File: config.mk
export PLATFORM = sky130hd
export DESIGN_NAME = ysyx_23060240_csr_seq_flat
export DESIGN_NICKNAME = d
export VERILOG_FILES = /design/src/rtl/ysyx_23060240_csr_pkg.sv /design/src/rtl/ysyx_23060240_csr_seq_if.sv /design/src/rtl/ysyx_23060240_csr_alu.sv /design/src/rtl/ysyx_23060240_csr_seq.sv /design/src/flat_wrapper.sv
export SDC_FILE = /design/constraint.sdc
export NUM_CORES = 1
export LEC_CHECK = 0
export ABC_AREA = 1
export CAP_MARGIN = 40
export CORE_MARGIN = 2
export CORE_UTILIZATION = 43
export DETAILED_ROUTE_END_ITERATION = 12
export PLACE_DENSITY_LB_ADDON = 0.12
export SYNTH_ARGS = -nofsm -noshare
export SYNTH_HDL_FRONTEND = slang
export SYNTH_SLANG_ARGS = --single-unit
File: constraint.sdc
create_clock -name clk -period 1.4 [get_ports clk]
set_input_delay 0.14 -clock clk [delete_from_list [all_inputs] [get_ports clk]]
set_output_delay 0.14 -clock clk [all_outputs]
set_load 0.05 [all_outputs]
File: src/rtl/ysyx_23060240_csr_pkg.sv
// Shared definitions for the CSR sequencer: op encodings, CSR addresses, mcause codes, FSM states.
// Consumed by ysyx_23060240_csr_seq (feature macro CSR_SEQ_ILLEGAL_CHK_EN) and ysyx_23060240_csr_alu.
package ysyx_23060240_csr_pkg;

  localparam logic [2:0] OpCsrrw = 3'd0;
  localparam logic [2:0] OpCsrrs = 3'd1;
  localparam logic [2:0] OpCsrrc = 3'd2;
  localparam logic [2:0] OpEcall = 3'd3;
  localparam logic [2:0] OpMret  = 3'd4;

  localparam logic [11:0] CsrMstatus = 12'h300;
  localparam logic [11:0] CsrMtvec   = 12'h305;
  localparam logic [11:0] CsrMepc    = 12'h341;
  localparam logic [11:0] CsrMcause  = 12'h342;

  localparam logic [31:0] McauseEcallM  = 32'hb;
  localparam logic [31:0] McauseIllegal = 32'h2;

  typedef enum logic [2:0] {
    StIdle,
    StRd,
    StWr,
    StEcMepc,
    StEcCause,
    StRdVec,
    StRdEpc,
    StResp
  } seq_state_e;

  function automatic logic csr_addr_known(input logic [11:0] addr);
    return (addr == CsrMstatus) || (addr == CsrMtvec) || (addr == CsrMepc) || (addr == CsrMcause);
  endfunction

endpackage

File: src/rtl/ysyx_23060240_csr_seq_if.sv
// EXU request, CSR-file port and IFU response signals of the CSR sequencer.
// master = sequencer side, slave = EXU / CSR file / IFU side.
interface ysyx_23060240_csr_seq_if #(
  parameter int unsigned XLEN = 32
);
  logic            req_valid;
  logic            req_ready;
  logic [2:0]      req_op;
  logic [11:0]     req_csr;
  logic [XLEN-1:0] req_src;
  logic            req_src_x0;
  logic [XLEN-1:0] req_pc;

  logic [11:0]     csr_addr;
  logic [XLEN-1:0] csr_wdata;
  logic            csr_wen;
  logic            csr_ren;
  logic [XLEN-1:0] csr_rdata;

  logic            rsp_valid;
  logic            rsp_ready;
  logic [XLEN-1:0] rsp_rd_data;
  logic            rsp_redirect;
  logic [XLEN-1:0] rsp_pc;

  modport master (
    input  req_valid, req_op, req_csr, req_src, req_src_x0, req_pc,
    output req_ready,
    output csr_addr, csr_wdata, csr_wen, csr_ren,
    input  csr_rdata,
    output rsp_valid, rsp_rd_data, rsp_redirect, rsp_pc,
    input  rsp_ready
  );

  modport slave (
    output req_valid, req_op, req_csr, req_src, req_src_x0, req_pc,
    input  req_ready,
    input  csr_addr, csr_wdata, csr_wen, csr_ren,
    output csr_rdata,
    input  rsp_valid, rsp_rd_data, rsp_redirect, rsp_pc,
    output rsp_ready
  );
endinterface

File: src/rtl/ysyx_23060240_csr_alu.sv
// Combinational CSR write-data generator: swap, set-bits or clear-bits of the old value.
module ysyx_23060240_csr_alu
  import ysyx_23060240_csr_pkg::*;
#(
  parameter int unsigned XLEN = 32
) (
  input  logic [2:0]      i_op,
  input  logic [XLEN-1:0] i_old,
  input  logic [XLEN-1:0] i_src,
  output logic [XLEN-1:0] o_wdata
);

  always_comb begin
    o_wdata = i_src;
    case (i_op)
      OpCsrrs: o_wdata = i_old | i_src;
      OpCsrrc: o_wdata = i_old & ~i_src;
      default: o_wdata = i_src;
    endcase
  end

endmodule

File: src/rtl/ysyx_23060240_csr_seq.sv
// CSR sequencer: turns one CSR-class op into a short series of CSR-file reads/writes.
// Optional CSR_SEQ_ILLEGAL_CHK_EN traps CSR ops to unknown addresses as illegal instructions.
module ysyx_23060240_csr_seq
  import ysyx_23060240_csr_pkg::*;
#(
  parameter int unsigned     XLEN      = 32,
  parameter logic [XLEN-1:0] MCAUSE_EC = XLEN'(McauseEcallM)
) (
  input logic                      clk,
  input logic                      rst_n,
  ysyx_23060240_csr_seq_if.master  bus
);

  seq_state_e      r_state;
  seq_state_e      w_state_d;
  logic [2:0]      r_op;
  logic [11:0]     r_csr;
  logic [XLEN-1:0] r_src;
  logic            r_src_x0;
  logic [XLEN-1:0] r_pc;
  logic [XLEN-1:0] r_old;
  logic [XLEN-1:0] r_rsp_pc;
  logic            r_redirect;
  logic            w_accept;
  logic            w_redirect;
  logic [XLEN-1:0] w_alu_wdata;
  logic [XLEN-1:0] w_cause;
  logic            w_illegal;

`ifdef CSR_SEQ_ILLEGAL_CHK_EN
  logic r_illegal;

  assign w_illegal = ((bus.req_op == OpCsrrw) || (bus.req_op == OpCsrrs) ||
                      (bus.req_op == OpCsrrc)) && !csr_addr_known(bus.req_csr);
  assign w_cause   = r_illegal ? XLEN'(McauseIllegal) : MCAUSE_EC;
`else
  assign w_illegal = 1'b0;
  assign w_cause   = MCAUSE_EC;
`endif

  assign w_accept   = bus.req_valid && (r_state == StIdle);
  assign w_redirect = (bus.req_op == OpEcall) || (bus.req_op == OpMret) || w_illegal;

  ysyx_23060240_csr_alu #(
    .XLEN (XLEN)
  ) u_alu (
    .i_op    (r_op),
    .i_old   (r_old),
    .i_src   (r_src),
    .o_wdata (w_alu_wdata)
  );

  always_ff @(posedge clk or negedge rst_n) begin
    if (!rst_n) begin
      r_state    <= StIdle;
      r_op       <= '0;
      r_csr      <= '0;
      r_src      <= '0;
      r_src_x0   <= 1'b0;
      r_pc       <= '0;
      r_old      <= '0;
      r_rsp_pc   <= '0;
      r_redirect <= 1'b0;
`ifdef CSR_SEQ_ILLEGAL_CHK_EN
      r_illegal  <= 1'b0;
`endif
    end else begin
      r_state <= w_state_d;
      if (w_accept) begin
        r_op       <= bus.req_op;
        r_csr      <= bus.req_csr;
        r_src      <= bus.req_src;
        r_src_x0   <= bus.req_src_x0;
        r_pc       <= bus.req_pc;
        r_old      <= '0;
        r_rsp_pc   <= '0;
        r_redirect <= w_redirect;
`ifdef CSR_SEQ_ILLEGAL_CHK_EN
        r_illegal  <= w_illegal;
`endif
      end
      if (r_state == StRd) r_old <= bus.csr_rdata;
      if ((r_state == StRdVec) || (r_state == StRdEpc)) r_rsp_pc <= bus.csr_rdata;
    end
  end

  always_comb begin
    w_state_d = r_state;
    case (r_state)
      StIdle: begin
        if (bus.req_valid) begin
          case (bus.req_op)
            OpCsrrw, OpCsrrs, OpCsrrc: w_state_d = w_illegal ? StEcMepc : StRd;
            OpEcall:                   w_state_d = StEcMepc;
            OpMret:                    w_state_d = StRdEpc;
            default:                   w_state_d = StResp;
          endcase
        end
      end
      // Set/clear with rs1 == x0 is a pure read.
      StRd:      w_state_d = ((r_op != OpCsrrw) && r_src_x0) ? StResp : StWr;
      StWr:      w_state_d = StResp;
      StEcMepc:  w_state_d = StEcCause;
      StEcCause: w_state_d = StRdVec;
      StRdVec:   w_state_d = StResp;
      StRdEpc:   w_state_d = StResp;
      StResp:    if (bus.rsp_ready) w_state_d = StIdle;
      default:   w_state_d = StIdle;
    endcase
  end

  always_comb begin
    bus.csr_addr  = '0;
    bus.csr_wdata = '0;
    bus.csr_wen   = 1'b0;
    bus.csr_ren   = 1'b0;
    case (r_state)
      StRd: begin
        bus.csr_ren  = 1'b1;
        bus.csr_addr = r_csr;
      end
      StWr: begin
        bus.csr_wen   = 1'b1;
        bus.csr_addr  = r_csr;
        bus.csr_wdata = w_alu_wdata;
      end
      StEcMepc: begin
        bus.csr_wen   = 1'b1;
        bus.csr_addr  = CsrMepc;
        bus.csr_wdata = r_pc;
      end
      StEcCause: begin
        bus.csr_wen   = 1'b1;
        bus.csr_addr  = CsrMcause;
        bus.csr_wdata = w_cause;
      end
      StRdVec: begin
        bus.csr_ren  = 1'b1;
        bus.csr_addr = CsrMtvec;
      end
      StRdEpc: begin
        bus.csr_ren  = 1'b1;
        bus.csr_addr = CsrMepc;
      end
      default: ;
    endcase
  end

  assign bus.req_ready    = (r_state == StIdle);
  assign bus.rsp_valid    = (r_state == StResp);
  assign bus.rsp_rd_data  = bus.rsp_valid ? r_old : '0;
  assign bus.rsp_redirect = bus.rsp_valid && r_redirect;
  assign bus.rsp_pc       = bus.rsp_valid ? r_rsp_pc : '0;

endmodule

File: src/flat_wrapper.sv
// flat-port wrapper written by rule: the top's interface ports become plain ports
module ysyx_23060240_csr_seq_flat import ysyx_23060240_csr_pkg::*;
#(
  parameter int unsigned     XLEN      = 32,
  parameter logic [XLEN-1:0] MCAUSE_EC = XLEN'(McauseEcallM)
)
  (clk, rst_n, bus_req_valid, bus_req_op, bus_req_csr, bus_req_src, bus_req_src_x0, bus_req_pc, bus_req_ready, bus_csr_addr, bus_csr_wdata, bus_csr_wen, bus_csr_ren, bus_csr_rdata, bus_rsp_valid, bus_rsp_rd_data, bus_rsp_redirect, bus_rsp_pc, bus_rsp_ready);
  ysyx_23060240_csr_seq_if #(.XLEN(XLEN)) bus_i ();
  input logic clk;
  input logic rst_n;
  input wire logic [$bits(bus_i.req_valid)-1:0] bus_req_valid;
  input wire logic [$bits(bus_i.req_op)-1:0] bus_req_op;
  input wire logic [$bits(bus_i.req_csr)-1:0] bus_req_csr;
  input wire logic [$bits(bus_i.req_src)-1:0] bus_req_src;
  input wire logic [$bits(bus_i.req_src_x0)-1:0] bus_req_src_x0;
  input wire logic [$bits(bus_i.req_pc)-1:0] bus_req_pc;
  output wire logic [$bits(bus_i.req_ready)-1:0] bus_req_ready;
  output wire logic [$bits(bus_i.csr_addr)-1:0] bus_csr_addr;
  output wire logic [$bits(bus_i.csr_wdata)-1:0] bus_csr_wdata;
  output wire logic [$bits(bus_i.csr_wen)-1:0] bus_csr_wen;
  output wire logic [$bits(bus_i.csr_ren)-1:0] bus_csr_ren;
  input wire logic [$bits(bus_i.csr_rdata)-1:0] bus_csr_rdata;
  output wire logic [$bits(bus_i.rsp_valid)-1:0] bus_rsp_valid;
  output wire logic [$bits(bus_i.rsp_rd_data)-1:0] bus_rsp_rd_data;
  output wire logic [$bits(bus_i.rsp_redirect)-1:0] bus_rsp_redirect;
  output wire logic [$bits(bus_i.rsp_pc)-1:0] bus_rsp_pc;
  input wire logic [$bits(bus_i.rsp_ready)-1:0] bus_rsp_ready;
  assign bus_i.req_valid = bus_req_valid;
  assign bus_i.req_op = bus_req_op;
  assign bus_i.req_csr = bus_req_csr;
  assign bus_i.req_src = bus_req_src;
  assign bus_i.req_src_x0 = bus_req_src_x0;
  assign bus_i.req_pc = bus_req_pc;
  assign bus_req_ready = bus_i.req_ready;
  assign bus_csr_addr = bus_i.csr_addr;
  assign bus_csr_wdata = bus_i.csr_wdata;
  assign bus_csr_wen = bus_i.csr_wen;
  assign bus_csr_ren = bus_i.csr_ren;
  assign bus_i.csr_rdata = bus_csr_rdata;
  assign bus_rsp_valid = bus_i.rsp_valid;
  assign bus_rsp_rd_data = bus_i.rsp_rd_data;
  assign bus_rsp_redirect = bus_i.rsp_redirect;
  assign bus_rsp_pc = bus_i.rsp_pc;
  assign bus_i.rsp_ready = bus_rsp_ready;
  ysyx_23060240_csr_seq #(.XLEN(XLEN), .MCAUSE_EC(MCAUSE_EC)) u_core (.clk(clk), .rst_n(rst_n), .bus(bus_i));
endmodule
# After elaboration in Yosys (flattened, before gate mapping)

Cells that the tools add are included.

Output and inout port bits: 113
Input port bits: 116
Register bits after elaboration: 148
Logic and storage cells: 59

Muxes and demuxes: 15
Bitwise operators: 3
Reductions and logical operators: 17
Equality and inequality tests: 15

Operator list:

| kind                 | number |
|---|---|
| $mux W32             | 5 |
| $pmux W32 S3         | 1 |
| $pmux W32 S2         | 1 |
| $pmux W12 S4         | 1 |
| $and A32 B32 Y32     | 1 |
| $not A32 Y32         | 1 |
| $or A32 B32 Y32      | 1 |
| $pmux W3 S6          | 1 |
| $eq A3 B2 Y1 const B | 5 |
| $eq A3 B3 Y1 const B | 5 |
| $reduce_or A3 Y1     | 4 |
| $eq A3 B1 Y1 const B | 3 |
| $mux W3              | 3 |
| $pmux W3 S3          | 1 |
| $logic_not A3 Y1     | 2 |
| $ne A2 B2 Y1 const B | 2 |
| $reduce_bool A2 Y1   | 2 |
| $reduce_or A2 Y1     | 2 |
| $logic_and A1 B1 Y1  | 3 |
| $reduce_bool A3 Y1   | 1 |
| $logic_or A1 B1 Y1   | 2 |
| $mux W1              | 2 |
| $reduce_and A2 Y1    | 1 |

# Logic depth before layout (Yosys ltp)

Gate-level depths: netlist of run 1.

Word-level depth: 5
Depth in mapped cells: 9
Gate-level depth less buffers: 7

# Modules after synthesis

A second synthesis of run 1 with hierarchy kept.

Cells, all modules: 987
Area total of the unflattened synthesis: 7567.3 um2

By module, submodules not included:

| module                | sequential area each (um2) | cells each | area each (um2) | times used |
|---|---|---|---|---|
| ysyx_23060240_csr_seq | 3703.6                     | 811        | 6558.8          | 1 |
| ysyx_23060240_csr_alu | 0.0                        | 176        | 1008.5          | 1 |

# Worst setup path before layout of run 1

OpenSTA, ideal clock, no wires.

Path kind: register -> output
From: reg u_core.r_state[1]
To: out bus_rsp_rd_data[22]
Required time: 1.260 ns
Path buffers: 2
Slack: -0.440 ns
Cell stages (with the launch flop): 7
Data arrival time: 1.700 ns
Cell sequence: dfrtp_1 -> nand2_2 -> clkinv_2 -> nand2_2 -> buf_4 -> buf_6 -> nor2_1

Longest elaborated chain between the ends: 2

RTL lines:

| item                     | RTL line                     | source |
|---|---|---|
| start: declaration       | ysyx_23060240_csr_seq.sv:14  | `seq_state_e r_state;` |
| start signal: assignment | ysyx_23060240_csr_seq.sv:55  | `r_state <= StIdle;` |
| start signal: assignment | ysyx_23060240_csr_seq.sv:68  | `r_state <= w_state_d;` |
| $eq A3 B3 Y1             | ysyx_23060240_csr_seq.sv:150 | `assign bus.rsp_valid = (r_state == StResp);` |
| $mux W32                 | ysyx_23060240_csr_seq.sv:151 | `assign bus.rsp_rd_data = bus.rsp_valid ? r_old : '0;` |
| end: declaration         | flat_wrapper.sv:24           | `output wire logic [$bits(bus_i.rsp_rd_data)-1:0] bus_rsp_rd_data;` |

No other way between the ends.

# Worst setup path in the final report of run 1

From: reg u_core.r_state[0]
To: out bus_csr_wdata[25]

Longest elaborated chain between the ends: 2
Elaborated cells on any way between the ends: 4
Those cells by class: eq/ne (3); mux (1)

RTL lines:

| item                                                | RTL line                     | source |
|---|---|---|
| $eq A3 B3 Y1 / $eq A3 B2 Y1 (equally long branches) | ysyx_23060240_csr_seq.sv:117 | `case (r_state)` |
| $pmux W32 S3 (*)                                    | ysyx_23060240_csr_seq.sv:117 |  |
| end: declaration                                    | flat_wrapper.sv:19           | `output wire logic [$bits(bus_i.csr_wdata)-1:0] bus_csr_wdata;` |

Mark *: on every way between the ends. The rest lies on a longest branch, timed or not.

==> flow_summary.toml, run 1 <==
[critical_path]
crit_path_start_kind = "register"
cp_slowest_cell = "dfrtp_2"
path_cells = "inv_2 -> nand3_1 -> buf_12 -> a21oi_1 -> nand2_2 -> nand2_4 -> buf_12"
cp.arrival_ps = 1970
endpoint_kind = "output pin"
path_class = "register to output pin"
slowest_delay_ps = 470
crit_path_max_fanout = 32
required_ps = 1260
cpMostUsedCell = "buf_12"

[placed_design]
io_buffer_count = 228
routabilityCongestion = 0.842
dp_slack_ps = -195
dp.final_hpwl_mm = 18.3
placed_area_mm2 = 0.0125

[synthesis]
synth_edf_count = 0
ys_async_sr_fraction = 1.00
syn_inst = 988
synth_top_cell_by_area = "dfrtp_1"
yosysMostFrequentCell = "nand2_1"
ys.flop_type = "dfrtp_1"
synth_fp_nets = 1104
syn_area_mm2 = 0.00759
ys_types = 28
ys_warn_count = 0
ys_ff_latch = 148
ys_seq_area_frac = 0.488
synth_top_cell_area_share = 0.488
synthTopCellsByCount = "nand2_1, dfrtp_1, inv_1"
synth_area_leaders = "dfrtp_1, nand2_1, inv_1"
avgSynthCellArea_um2 = 7.69

[global_route]
grt_pass1_vias = 8925
antenna_found_initial = 1
grt_usage = 0.347
grt_max_degree = 48
grt_pass1_wl_mm = 48.6
overflow = 0

[clock_network]
htreeDepth = 4
cts-root-buf = "clkbuf_16"
cts_buffer_depth = 2
numCtsBuffers = 17
cts_tree = "built"
clk_latency_ps = 430
path_clk_slew_ps = 70
cts.sinks = 148

[cells_and_area]
final-seq-area_mm2 = 0.00371
multi_input_area_mm2 = 0.00520
nets = 1442
final_area_mm2 = 0.0159
n_fill_cell = 568
drive_above_1_share = 0.550
syn_to_final_growth_pct = 109

[routing]
wl_mm = 39.5
drc = 0
firstDrtPassIters = 5
antenna_left = 0
vias = 9203
viasPerCell = 5.88
drt_iter0_drc = 918
wl_per_cell_um = 25.3

[floorplan]
fp.coreArea_mm2 = 0.0173
ios = 229
die_x_um = 137
chipHeight_um = 137
die-area_mm2 = 0.0187
num_rows = 48
start_util = 0.439

[pwr]
p_total_mw = 42.0
vdd_drop_max_mv = 2.29
leakage_nw = 7.08
power_density_mw_per_mm2 = 2640

[sta]
fin_crit_ps = 2110
hold_viol = 0
setup_viol = 261
slew_viol_final = 0
fin_hold_ws_ps = 167
tightest_slew_ps = 542
finClkSkew_ps = 5.62
fin_ws_ps = -712
fin_crit_sh = 1.51
rsz0062_at_grt = "true"
max_freq_mhz = 474
fin_setup_tns_ps = -123920
relSlewSlack = 0.639

[run_status]
status = "finished, violations left"
violations = "negative setup slack"

[worst_hold_path]
hold_path.class = "primary input to async pin"

[job]
drv_cap = 0
==> worst paths after layout <==
check,startpoint,endpoint,slack [ps],cells after the start
max in group asynchronous,rst_n,u_core.r_pc[19],650,3
max reg2reg,u_core.r_state[1],u_core.r_op[1],-560,11
min reg2reg,u_core.r_pc[20],u_core.r_pc[20],490,2
max,u_core.r_state[0],bus_csr_wdata[25],-710,7
min,rst_n,u_core.r_rsp_pc[13],170,2
min in group clk,bus_req_src_x0,u_core.r_src_x0,260,3
==> routing by layer <==
layer	GRT usage	part of all wire	wire, um	up-vias
met5	0	0	0	-
li1	-	-	-	3739
met3	0.0826	0.090	3550	271
met2	0.595	0.49	19400	716
met4	0.217	0.085	3380	0
met1	0.389	0.33	13200	4477
==> state kept, by name (all words and copies together) (netlist names) <==
register,count
u_core.r_src,32
u_core.r_csr,12
u_core.r_src_x0,1
u_core.r_old,32
u_core.r_redirect,1
u_core.r_pc,32
u_core.r_op,3
u_core.r_rsp_pc,32
u_core.r_state,3
==> placed cells by master (no fill, tap or decap), types with 27 or more instances in the layout <==
cell,instances
clkbuf_16,27
nor2_4,107
nand2_4,88
nand2_2,118
nand2_1,107
dfrtp_1,143
buf_12,147
inv_1,141
a21oi_1,32
buf_4,42
o22ai_2,27
buf_6,34
clkdlybuf4s50_1,113
a21oi_2,36
nand3_1,44
==> stage by stage <==
stage	utilization	instances
2_1_floorplan	-	988
5_1_grt	0.918	1565
3_3_place_gp	0.721	1448
4_1_cts	0.850	1541
3_5_place_dp	0.721	1448
6_report	0.918	1565
==> where the power goes <==
group	total (mW)	leakage, nW	switching, mW	internal, mW
Clock	4.68	0.280	2.04	2.64
Sequential	8.40	1.78	2.20	6.20
Combinational	28.9	5.02	15.8	13.1
==> critical path, delay by kind of cell, from the launching register on <==
kind | cells | cell delay, ps
buffers and inverters | 3 | 470
flip-flops | 1 | 470
AND/OR/NAND/NOR | 3 | 350
AO/OA/AOI/OAI | 1 | 230
==> kinds of logic (layout without fill, tap and decap cells) <==
kind of cell,count (synthesis),in the layout,synth area share
buf+inv,205,553,0.124
simple gates,494,497,0.266
compound gates,141,141,0.123
other cells,0,1,0
flops,148,148,0.488
==> what timing repair did <==
item	CTS	global route
hold buffers	1	0
buffers inserted	40	33
resized for setup	243	301
pin swaps	11	52
gates cloned	22	7
endpoints found under the setup margin	257	261
endpoints found under the hold margin	148	0
==> layout make-up <==
type                       count  area share
sequential                   148       0.234
timing repair buffer         371       0.348
clock inverter                15      0.0100
tap                          225      0.0177
antenna                        1    0.000158
inverter                     150      0.0368
multi-input combinational    638       0.327
clock buffer                  17      0.0268
(Power assumes the default switching activity.)
==> run 2: changes to the inputs <==
CORE_ASPECT_RATIO = 2   (was default)
==> run 2 against run 1 <==
Net effect: maximum frequency down 2.2%; die area grew 0.34%; via count shrank 2.3%; count of clock-buffer cells in the layout rose by 2; non-clock buffer count fell by 11; clock skew up 6.0 ps; the flow still finishes with violations (negative setup slack); design area decreased by 0.26%; largest cell class unchanged; first-iteration DRC count fell by 31%; combinational power hardly changed; routed wire length up 1.0%; worst hold slack worse by 5.1 ps; global-route usage decreased by 1.3 points.
==> flow_summary.toml, run 2 (synthesis gave the netlist of run 1 again) <==
[run_status]
status = "finished, violations left"
violations = "negative setup slack"

[sta]
fin_hold_ws_ps = 162
max_freq_mhz = 463
fin_crit_sh = 1.54
relSlewSlack = 0.703
rsz0062_at_grt = "true"
fin_ws_ps = -758
fin_setup_tns_ps = -123900
hold_viol = 0
slew_viol_final = 0
fin_crit_ps = 2160
finClkSkew_ps = 11.6
tightest_slew_ps = 445
setup_viol = 261

[global_route]
antenna_found_initial = 0
grt_usage = 0.334
grt_max_degree = 46
grt_pass1_wl_mm = 48.5
grt_pass1_vias = 8975
overflow = 0

[floorplan]
die-area_mm2 = 0.0188
ios = 229
fp.coreArea_mm2 = 0.0173
die_x_um = 98.0
start_util = 0.440
chipHeight_um = 192
num_rows = 68

[cells_and_area]
final-seq-area_mm2 = 0.00371
final_common_cell = "buf_12"
instances_no_fill = 1540
drive_above_1_share = 0.531
n_fill_cell = 612
multi_input_area_mm2 = 0.00511
syn_to_final_growth_pct = 109
nets = 1433
final_cell_mix = "buf_12, dfrtp_1, inv_1"
final_area_mm2 = 0.0158
num_antenna_cells = 0

[critical_path]
required_ps = 1260
crit_path_max_fanout = 6
crit_path_start_kind = "register"
endpoint_kind = "output pin"
path_class = "register to output pin"
cp.arrival_ps = 2020

[routing]
drc = 0
antenna_left = 0
vias = 8987
wl_mm = 39.9
viasPerCell = 5.84
firstDrtPassIters = 9
wl_per_cell_um = 25.9
drt_iter0_drc = 636

[clock_network]
cts_buffer_depth = 2
cts_tree = "built"
htreeDepth = 4
cts.sinks = 148
path_clk_slew_ps = 70
cts-root-buf = "clkbuf_16"
numCtsBuffers = 17
clk_latency_ps = 450

[placed_design]
placed_area_mm2 = 0.0124
dp_cells = 1430
dp.final_hpwl_mm = 18.2
routabilityCongestion = 0.891
io_buffer_count = 228

[worst_hold_path]
hold_path.class = "primary input to async pin"

[pwr]
leakage_nw = 7.07
power_density_mw_per_mm2 = 2650
vdd_drop_max_mv = 1.89

[job]
drv_cap = 0
[run 2: path summary, 6_finish.rpt]
path / slack (ps) / startpoint / to / depth (start not counted)
setup / recovery: -760 / u_core.r_op[2] / bus_csr_wdata[21] / 10
max in group asynchronous: 680 / rst_n / u_core.r_old[13] / 3
hold reg to reg: 490 / u_core.r_pc[14] / u_core.r_pc[14] / 2
min in group clk: 260 / bus_req_csr[9] / u_core.r_csr[9] / 3
setup reg to reg: -520 / u_core.r_state[1] / u_core.r_state[1] / 9
hold / removal: 160 / rst_n / u_core.r_pc[13] / 2
[run 2: timing repair]
action | 4_1_cts | 5_1_grt
setup endpoints to repair | 250 | 261
buffers inserted | 48 | 12
pin swaps | 41 | 58
gates resized for setup | 290 | 211
hold endpoints to repair | 148 | 0
hold buffers | 1 | 0
gates cloned | 27 | 8
[run 2: final cells by class]
class | instances | area share
inverter | 150 | 0.0382
timing repair buffer | 360 | 0.351
clock buffer | 19 | 0.0280
tap | 210 | 0.0166
sequential | 148 | 0.234
multi-input combinational | 640 | 0.323
clock inverter | 13 | 0.00987
[run 2: stage by stage]
stage | worst slack, ps | total power, mW | utilization
detailed placement | -133 | 28.7 | 0.720
finish | -758 | 42.0 | 0.917
floorplan | -112 | 19.8 | -
CTS | -564 | 38.2 | 0.866
global route | -777 | 43.0 | 0.917
global placement | -98.6 | 28.3 | 0.720
[run 2: routing by layer]
layer	track usage	share of wire	wire [um]	up-vias
met2	0.599	0.53	21100	631
met4	0.180	0.074	2960	0
met3	0.0560	0.077	3060	235
met1	0.373	0.32	12800	4399
met5	0	0	0	-
li1	-	-	-	3722
[run 2: worst max-delay path, cell delays in order, from the launching register on]
cell and delay (ps):
dfrtp_1 420, inv_2 120, nand3_2 130, o21ai_4 100, buf_12 170, buf_16 130, nand2_1 70, nand2_1 100
nand2_2 90, nand2_4 90, buf_12 140
[run 2: power by group]
group | total (mW) | internal (mW) | switching (mW)
clock | 4.83 | 2.84 | 1.99
combinational | 28.9 | 12.9 | 16.0
sequential | 8.20 | 6.20 | 2.00
total | 42.0 | 22.0 | 20.0
